===== src/rtl/sd_pkg.sv =====
// Shared definitions for the SD card SPI-mode initialisation sequencer:
// command indices, FSM states, error codes, R1 bit names and fixed CRCs.
package sd_pkg;

    typedef enum logic [3:0] {
        ST_IDLE,
        ST_PWR_WAIT,
        ST_DUMMY,
        ST_CMD0,
        ST_CMD8,
        ST_CMD55,
        ST_ACMD41,
        ST_POLL_GAP,
        ST_CMD58,
        ST_FAST,
        ST_READY,
        ST_ERROR
    } sd_state_e;

    localparam logic [5:0] CMD_GO_IDLE      = 6'd0;
    localparam logic [5:0] CMD_SEND_IF_COND = 6'd8;
    localparam logic [5:0] CMD_APP_CMD      = 6'd55;
    localparam logic [5:0] ACMD_SEND_OP     = 6'd41;
    localparam logic [5:0] CMD_READ_OCR     = 6'd58;

    localparam logic [2:0] ERR_NONE        = 3'd0;
    localparam logic [2:0] ERR_CMD0        = 3'd1;
    localparam logic [2:0] ERR_CMD8        = 3'd2;
    localparam logic [2:0] ERR_CMD55       = 3'd3;
    localparam logic [2:0] ERR_ACMD41_TMO  = 3'd4;
    localparam logic [2:0] ERR_CMD58       = 3'd5;
    localparam logic [2:0] ERR_ENG_TIMEOUT = 3'd6;

    localparam int R1_IDLE_BIT        = 0;
    localparam int R1_ILLEGAL_CMD_BIT = 2;

    // R1 patterns the sequencer recognises: "ready", "in idle", "idle + illegal command"
    localparam logic [7:0] R1_READY   = 8'h00;
    localparam logic [7:0] R1_IN_IDLE = 8'(1 << R1_IDLE_BIT);
    localparam logic [7:0] R1_ILLEGAL = 8'((1 << R1_IDLE_BIT) | (1 << R1_ILLEGAL_CMD_BIT));

    localparam logic [6:0] CRC_CMD0  = 7'h4A;
    localparam logic [6:0] CRC_CMD8  = 7'h43;
    localparam logic [6:0] CRC_OTHER = 7'h7F;

    localparam logic [31:0] ARG_CMD8       = 32'h0000_01AA;
    localparam logic [31:0] ARG_ACMD41_HCS = 32'h4000_0000;

    // States in which a transaction is requested from the SPI engine
    function automatic logic is_eng_state(input sd_state_e s);
        return (s inside {ST_DUMMY, ST_CMD0, ST_CMD8, ST_CMD55, ST_ACMD41, ST_CMD58});
    endfunction

endpackage


===== src/rtl/sd_wait_timer.sv =====
// Loadable down-counter with a done flag; shared by the power-up wait
// and the gap between ACMD41 polling iterations.
module sd_wait_timer #(
    parameter int WIDTH = 17
) (
    input  logic             clk,
    input  logic             rst_n,
    input  logic             load,
    input  logic [WIDTH-1:0] load_val,
    output logic             done
);

    logic [WIDTH-1:0] cnt_q;
    logic [WIDTH-1:0] cnt_d;

    // Load takes priority; otherwise count down and hold at zero
    always_comb begin
        cnt_d = cnt_q;
        if (load) begin
            cnt_d = load_val;
        end else if (cnt_q != '0) begin
            cnt_d = cnt_q - 1'b1;
        end
    end

    // Counter register
    always_ff @(posedge clk or negedge rst_n) begin
        if (!rst_n) begin
            cnt_q <= '0;
        end else begin
            cnt_q <= cnt_d;
        end
    end

    assign done = (cnt_q == '0) && !load;

endmodule


===== src/rtl/sd_init_sequencer.sv =====
// SD card SPI-mode power-up/initialisation controller. Issues one command
// at a time to the bit-level engine and interprets the responses.
module sd_init_sequencer
    import sd_pkg::*;
#(
    parameter int CLK_HZ          = 100000000,
    parameter int PWR_WAIT_CYCLES = CLK_HZ / 1000,
    parameter int CMD0_RETRIES    = 10,
    parameter int ACMD41_RETRIES  = 1000,
    parameter int POLL_GAP_CYCLES = 10000
) (
    input  logic        clk,
    input  logic        rst_n,
    input  logic        start,
    output logic        busy,
    output logic        init_done,
    output logic        init_error,
    output logic [2:0]  err_code,
    output logic        card_v2,
    output logic        card_hc,
    output logic        clk_fast,
    output logic        cs_n,
    output logic        eng_req,
    output logic        eng_op,
    output logic [5:0]  eng_cmd,
    output logic [31:0] eng_arg,
    output logic [6:0]  eng_crc,
    output logic        eng_resp_len,
    input  logic        eng_done,
    input  logic        eng_timeout,
    input  logic [39:0] eng_resp
);

    localparam int TIMER_MAX = (PWR_WAIT_CYCLES > POLL_GAP_CYCLES) ? PWR_WAIT_CYCLES : POLL_GAP_CYCLES;
    localparam int TIMER_W   = (TIMER_MAX < 1) ? 1 : $clog2(TIMER_MAX + 1);
    localparam int C0_W      = $clog2(CMD0_RETRIES + 2);
    localparam int A41_W     = $clog2(ACMD41_RETRIES + 2);

    sd_state_e          state_q, state_d;
    logic [2:0]         err_q, err_d;
    logic               v2_q, v2_d, hc_q, hc_d;
    logic [C0_W-1:0]    c0_cnt_q, c0_cnt_d;
    logic [A41_W-1:0]   a41_cnt_q, a41_cnt_d;
    logic               busy_q, busy_d, done_q, done_d, error_q, error_d;
    logic               cs_n_q, cs_n_d, fast_q, fast_d;
    logic               req_q, req_d, op_q, op_d, len_q, len_d;
    logic [5:0]         cmd_q, cmd_d;
    logic [31:0]        arg_q, arg_d;
    logic [6:0]         crc_q, crc_d;
    logic               timer_load, timer_done;
    logic [TIMER_W-1:0] timer_val;
    logic               resp_ok;
    logic [7:0]         r1;
    logic               unused_resp;

    assign resp_ok     = req_q && eng_done;
    assign r1          = eng_resp[39:32];
    assign unused_resp = ^{eng_resp[31], eng_resp[29:12]};

    sd_wait_timer #(.WIDTH(TIMER_W)) u_timer (
        .clk      (clk),
        .rst_n    (rst_n),
        .load     (timer_load),
        .load_val (timer_val),
        .done     (timer_done)
    );

    // Next-state logic: sequencing, retry counting and response decoding
    always_comb begin
        state_d    = state_q;
        err_d      = err_q;
        v2_d       = v2_q;
        hc_d       = hc_q;
        c0_cnt_d   = c0_cnt_q;
        a41_cnt_d  = a41_cnt_q;
        timer_load = 1'b0;
        timer_val  = '0;
        case (state_q)
            ST_IDLE, ST_READY, ST_ERROR: begin
                if (start) begin
                    state_d    = ST_PWR_WAIT;
                    err_d      = ERR_NONE;
                    v2_d       = 1'b0;
                    hc_d       = 1'b0;
                    c0_cnt_d   = '0;
                    a41_cnt_d  = '0;
                    timer_load = 1'b1;
                    timer_val  = TIMER_W'(PWR_WAIT_CYCLES);
                end
            end
            ST_PWR_WAIT: if (timer_done) state_d = ST_DUMMY;
            ST_DUMMY:    if (resp_ok) state_d = ST_CMD0;
            ST_CMD0: begin
                if (resp_ok) begin
                    if (!eng_timeout && r1 == R1_IN_IDLE) begin
                        state_d = ST_CMD8;
                    end else if (c0_cnt_q >= C0_W'(CMD0_RETRIES - 1)) begin
                        state_d = ST_ERROR;
                        err_d   = ERR_CMD0;
                    end else if (c0_cnt_q != '1) begin
                        c0_cnt_d = c0_cnt_q + 1'b1;
                    end
                end
            end
            ST_CMD8: begin
                if (resp_ok) begin
                    if (eng_timeout) begin
                        state_d = ST_ERROR;
                        err_d   = ERR_ENG_TIMEOUT;
                    end else if (r1 == R1_IN_IDLE && eng_resp[11:0] == ARG_CMD8[11:0]) begin
                        v2_d    = 1'b1;
                        state_d = ST_CMD55;
                    end else if (r1 == R1_ILLEGAL) begin
                        v2_d    = 1'b0;
                        state_d = ST_CMD55;
                    end else begin
                        state_d = ST_ERROR;
                        err_d   = ERR_CMD8;
                    end
                end
            end
            ST_CMD55: begin
                if (resp_ok) begin
                    if (eng_timeout) begin
                        state_d = ST_ERROR;
                        err_d   = ERR_ENG_TIMEOUT;
                    end else if (r1 == R1_READY || r1 == R1_IN_IDLE) begin
                        state_d = ST_ACMD41;
                    end else begin
                        state_d = ST_ERROR;
                        err_d   = ERR_CMD55;
                    end
                end
            end
            ST_ACMD41: begin
                if (resp_ok) begin
                    if (eng_timeout) begin
                        state_d = ST_ERROR;
                        err_d   = ERR_ENG_TIMEOUT;
                    end else if (r1 == R1_READY) begin
                        state_d = v2_q ? ST_CMD58 : ST_FAST;
                    end else if (r1 == R1_IN_IDLE) begin
                        if (a41_cnt_q >= A41_W'(ACMD41_RETRIES - 1)) begin
                            state_d = ST_ERROR;
                            err_d   = ERR_ACMD41_TMO;
                        end else begin
                            state_d    = ST_POLL_GAP;
                            timer_load = 1'b1;
                            timer_val  = TIMER_W'(POLL_GAP_CYCLES);
                            if (a41_cnt_q != '1) a41_cnt_d = a41_cnt_q + 1'b1;
                        end
                    end else begin
                        state_d = ST_ERROR;
                        err_d   = ERR_CMD55;
                    end
                end
            end
            ST_POLL_GAP: if (timer_done) state_d = ST_CMD55;
            ST_CMD58: begin
                if (resp_ok) begin
                    if (eng_timeout) begin
                        state_d = ST_ERROR;
                        err_d   = ERR_ENG_TIMEOUT;
                    end else if (r1 == R1_READY) begin
                        hc_d    = eng_resp[30];
                        state_d = ST_FAST;
                    end else begin
                        state_d = ST_ERROR;
                        err_d   = ERR_CMD58;
                    end
                end
            end
            ST_FAST: state_d = ST_READY;
            default: state_d = ST_IDLE;
        endcase
    end

    // Registered outputs: status follows the next state, engine fields follow the current state
    always_comb begin
        busy_d  = !(state_d inside {ST_IDLE, ST_READY, ST_ERROR});
        done_d  = (state_d == ST_READY);
        error_d = (state_d == ST_ERROR);
        cs_n_d  = (state_d inside {ST_IDLE, ST_PWR_WAIT, ST_DUMMY, ST_ERROR});
        fast_d  = (state_d inside {ST_FAST, ST_READY});
        req_d   = is_eng_state(state_q) && !resp_ok;
        op_d    = (state_q == ST_DUMMY);
        len_d   = (state_q inside {ST_CMD8, ST_CMD58});
        cmd_d   = CMD_GO_IDLE;
        arg_d   = '0;
        crc_d   = CRC_OTHER;
        case (state_q)
            ST_CMD0:   crc_d = CRC_CMD0;
            ST_CMD8: begin
                cmd_d = CMD_SEND_IF_COND;
                arg_d = ARG_CMD8;
                crc_d = CRC_CMD8;
            end
            ST_CMD55:  cmd_d = CMD_APP_CMD;
            ST_ACMD41: begin
                cmd_d = ACMD_SEND_OP;
                arg_d = v2_q ? ARG_ACMD41_HCS : '0;
            end
            ST_CMD58:  cmd_d = CMD_READ_OCR;
            default:   cmd_d = CMD_GO_IDLE;
        endcase
    end

    // State, counters and output registers
    always_ff @(posedge clk or negedge rst_n) begin
        if (!rst_n) begin
            state_q   <= ST_IDLE;
            err_q     <= ERR_NONE;
            v2_q      <= 1'b0;
            hc_q      <= 1'b0;
            c0_cnt_q  <= '0;
            a41_cnt_q <= '0;
            busy_q    <= 1'b0;
            done_q    <= 1'b0;
            error_q   <= 1'b0;
            cs_n_q    <= 1'b1;
            fast_q    <= 1'b0;
            req_q     <= 1'b0;
            op_q      <= 1'b0;
            len_q     <= 1'b0;
            cmd_q     <= '0;
            arg_q     <= '0;
            crc_q     <= '0;
        end else begin
            state_q   <= state_d;
            err_q     <= err_d;
            v2_q      <= v2_d;
            hc_q      <= hc_d;
            c0_cnt_q  <= c0_cnt_d;
            a41_cnt_q <= a41_cnt_d;
            busy_q    <= busy_d;
            done_q    <= done_d;
            error_q   <= error_d;
            cs_n_q    <= cs_n_d;
            fast_q    <= fast_d;
            req_q     <= req_d;
            op_q      <= op_d;
            len_q     <= len_d;
            cmd_q     <= cmd_d;
            arg_q     <= arg_d;
            crc_q     <= crc_d;
        end
    end

    assign busy         = busy_q;
    assign init_done    = done_q;
    assign init_error   = error_q;
    assign err_code     = err_q;
    assign card_v2      = v2_q;
    assign card_hc      = hc_q;
    assign clk_fast     = fast_q;
    assign cs_n         = cs_n_q;
    assign eng_req      = req_q;
    assign eng_op       = op_q;
    assign eng_cmd      = cmd_q;
    assign eng_arg      = arg_q;
    assign eng_crc      = crc_q;
    assign eng_resp_len = len_q;

endmodule


===== config.mk =====
export PLATFORM = sky130hd
export DESIGN_NAME = sd_init_sequencer
export DESIGN_NICKNAME = d
export VERILOG_FILES = /design/src/rtl/sd_pkg.sv /design/src/rtl/sd_wait_timer.sv /design/src/rtl/sd_init_sequencer.sv
export SDC_FILE = /design/constraint.sdc
export NUM_CORES = 1
export LEC_CHECK = 0
export ABC_AREA = 1
export CORE_AREA = 2 2 103 125
export DETAILED_ROUTE_END_ITERATION = 16
export DIE_AREA = 0 0 105 127
export PLACE_DENSITY = 0.62
export SLEW_MARGIN = 20
export SYNTH_ARGS = -nofsm -noshare
export SYNTH_HDL_FRONTEND = slang
export SYNTH_SLANG_ARGS = --single-unit

===== constraint.sdc =====
create_clock -name clk -period 1.8 [get_ports clk]
set_input_delay 0.36 -clock clk [delete_from_list [all_inputs] [get_ports clk]]
set_output_delay 0.36 -clock clk [all_outputs]
set_load 0.01 [all_outputs]

==> results.cfg <==
[route]
wl_met2_um = 5630
vias = 3580
ant_nets = 0
wl_met3_um = 334
wirelength_um = 10200
wl_per_cell_um = 12.7
post-route-drc-count = 0
dr.max_layer_used = met4
wl_met1_um = 4020
drt-initial-drc-count = 104
viasPerCell = 4.43
drt-pass1-iter-count = 4

[worst_setup_path]
crit_end = busy$_DFF_PN0_
crit_path_end_kind = register
crit_type = register to register
startpoint_type = register
critPathRequiredTime_ns = 2.01
path_max_fanout = 4
r2r_slack_ns = -0.08
worstRegToRegCells = 12
timing.rr.start = u_timer.cnt_q[6]$_DFFE_PN0N_
crit_arrival_ns = 2.09
r2r_end = busy$_DFF_PN0_
crit_start = u_timer.cnt_q[6]$_DFFE_PN0N_

[sta]
slew_violations = 0
grt_setup_unrepaired = true
min_period_ns = 1.88
holdWs_ns = 0.0455
clock_skew_ns = 0.00811
setup_viol = 8
max_freq_ghz = 0.532
finalCritPeriodShare_pct = 104
fin_tns_setup_ns = -0.324
setup_ws_ns = -0.0797
report.final.hold_viol_count = 0

[global_route]
grt_max_degree = 60
grt_pass1_vias = 3400
antenna_found_initial = 0
track_usage_pct = 15.0
grt_pass1_wl_um = 15800
grt_remaining_overflow = 0

[synthesis]
synth_area_um2 = 3570
postSynthAreaPerCell_um2 = 7.54
netlist_top_cells_count = nand2_1, inv_1, nor2_1, dfrtp_1, buf_4
ys_types = 38
synth_cells = 474
synth-seq-cells = 59
synth_top_area_share_pct = 40.6
async_flop_share_pct = 100
synth_ff_type = dfrtp_1
synth.yosys.warnings = 0
synth_largest_area_cell = dfrtp_1
yosysMostFrequentCell = nand2_1
synth-edff-count = 0
yosysSeqAreaShare_pct = 41.4
synthTopCellsByArea = dfrtp_1, nand2_1, buf_4

[placed_design]
placed_cell_area_um2 = 4810
dp_hpwl_um = 7330
port_buffers = 57
place_congestion = 0.881

[clocking]
htree_num_levels = 3
cts_made_buffers = 9
cts.path.max_buffers = 2
tritoncts = yes
cts-root-buf = clkbuf_16
path_clk_slew_ns = 0.06
cts_hold_buf = 0
worstSkewPairLatency_ns = 0.33
clock-sinks = 59

[power]
total_power_mw = 4.68
power.leakage_nw = 2.76
ir_drop_mv = 0.451
p_per_area_nw_per_um2 = 834

[layout]
diodes = 0
final_nets = 692
syn_to_final_growth_pct = 57.1
stdcell_area_um2 = 5610
fin_util_pct = 46.8
layout-drive-gt1-share_pct = 33.8
multi_input_area_um2 = 1920
n_fill_cell = 1203
seqCellArea_um2 = 1480

[run_status]
status = complete, but fails checks
violations = negative setup slack

[die]
fp.dieArea_um2 = 13300
io_pins = 103
start_util_pct = 29.8
rows = 44
die_y_um = 127
die_w_um = 105
core-area_um2 = 12000

[flow_run]
drv_cap = 0

[min_path]
min_path_type = input port to async pin
## worst max-delay path: stages, from the launching register on
cell,delay [ns]
dfrtp_1,0.39
nor2_1,0.19
nand2_1,0.13
nor2_1,0.13
nand3_2,0.12
nor2_4,0.16
nand3_4,0.12
nand2_4,0.08
nand3_2,0.09
nor2_4,0.14
nand2_2,0.07
nor2_1,0.10
nor2_1,0.05
## flip-flops by register name (all words and copies together) (netlist names)
signal / flops
a41_cnt_q: 10
busy: 1
c0_cnt_q: 4
card_hc: 1
card_v2: 1
clk_fast: 1
cs_n: 1
eng_arg: 2
eng_cmd: 5
eng_crc: 4
eng_op: 1
eng_req: 1
eng_resp_len: 1
err_code: 3
init_done: 1
init_error: 1
state_q: 4
u_timer.cnt_q: 17
## through the flow
stage                     cells  setup WS, ns
final                       808       -0.0797
after global routing        808        -0.254
after CTS                   787       -0.0107
after detailed placement    759        -0.531
after global placement      759        -0.453
after floorplan             499        0.0261
## report_power, final
part	switching (mW)	total, mW	internal [mW]
Clock	0.599	1.70	1.10
Sequential	0.109	1.59	1.48
Combinational	0.749	1.39	0.643
Total	1.46	4.68	3.22
## kinds of logic (layout without fill, tap and decap cells)
group / Yosys count / after routing / synth area share, %
other: 2 / 27 / 0.210
AOI/OAI and AO/OA: 71 / 71 / 11.5
adders and majority gates: 5 / 5 / 1.75
xor gates and xnor gates: 8 / 8 / 1.96
DFF: 59 / 59 / 41.4
and+or+nand+nor: 219 / 219 / 27.7
buffers and inverters: 110 / 258 / 15.5
## area by class of cell
type / count / area share, %
flip-flops and latches: 59 / 26.4
multi-input cells: 330 / 34.2
repair buffers: 170 / 25.6
clock buffers: 11 / 4.33
well taps: 161 / 3.59
clock inverters: 5 / 0.936
inverters: 72 / 4.97
## layout by cell type (no fill, tap or decap), types with 4 or more instances in the layout
cell type          n
nand2_4            7
a21oi_1           24
nand4_1            6
nor2_4            15
inv_1             57
nor2_1            47
nand2_2           18
nor3_1             6
o21a_1             4
clkbuf_16          9
xor2_1             5
clkdlybuf4s50_1   47
inv_2             10
buf_4            109
dlygate4sd2_1      8
dfrtp_1           55
nor2_2             9
o21ai_1            5
nand2_1           77
conb_1            27
a21oi_2            4
nand3_1           21
o21ai_0           18
## timing repair
| item | in CTS | in global routing |
|---|---|---|
| pin swaps | 27 | 17 |
| setup endpoints to repair | 33 | 33 |
| gates cloned | 0 | 0 |
| buffers inserted | 12 | 21 |
| resized for setup | 44 | 48 |
## how the worst min path moves through the flow
| stage | from | endpoint | slack (ns) | cells after the start |
|---|---|---|---|---|
| global placement | rst_n | a41_cnt_q[8]$_DFFE_PN0P_ | 0.40 | 2 |
| finish | rst_n | err_code[2]$_DFFE_PN0P_ | 0.05 | 2 |
| detailed placement | rst_n | u_timer.cnt_q[2]$_DFFE_PN0N_ | 0.40 | 2 |
| global route | rst_n | a41_cnt_q[8]$_DFFE_PN0P_ | 0.07 | 2 |
| floorplan | rst_n | a41_cnt_q[0]$_DFFE_PN0P_ | 0.06 | 0 |
| CTS | rst_n | a41_cnt_q[5]$_DFFE_PN0P_ | 0.06 | 2 |
## routing by layer
layer / GRT usage (%) / up-vias
li1: - / 1780
met1: 16.2 / 1699
met2: 28.3 / 85
met3: 2.81 / 16
met4: 6.43 / 0
met5: 0 / -
No activity file was read; power rests on OpenSTA's default activity.
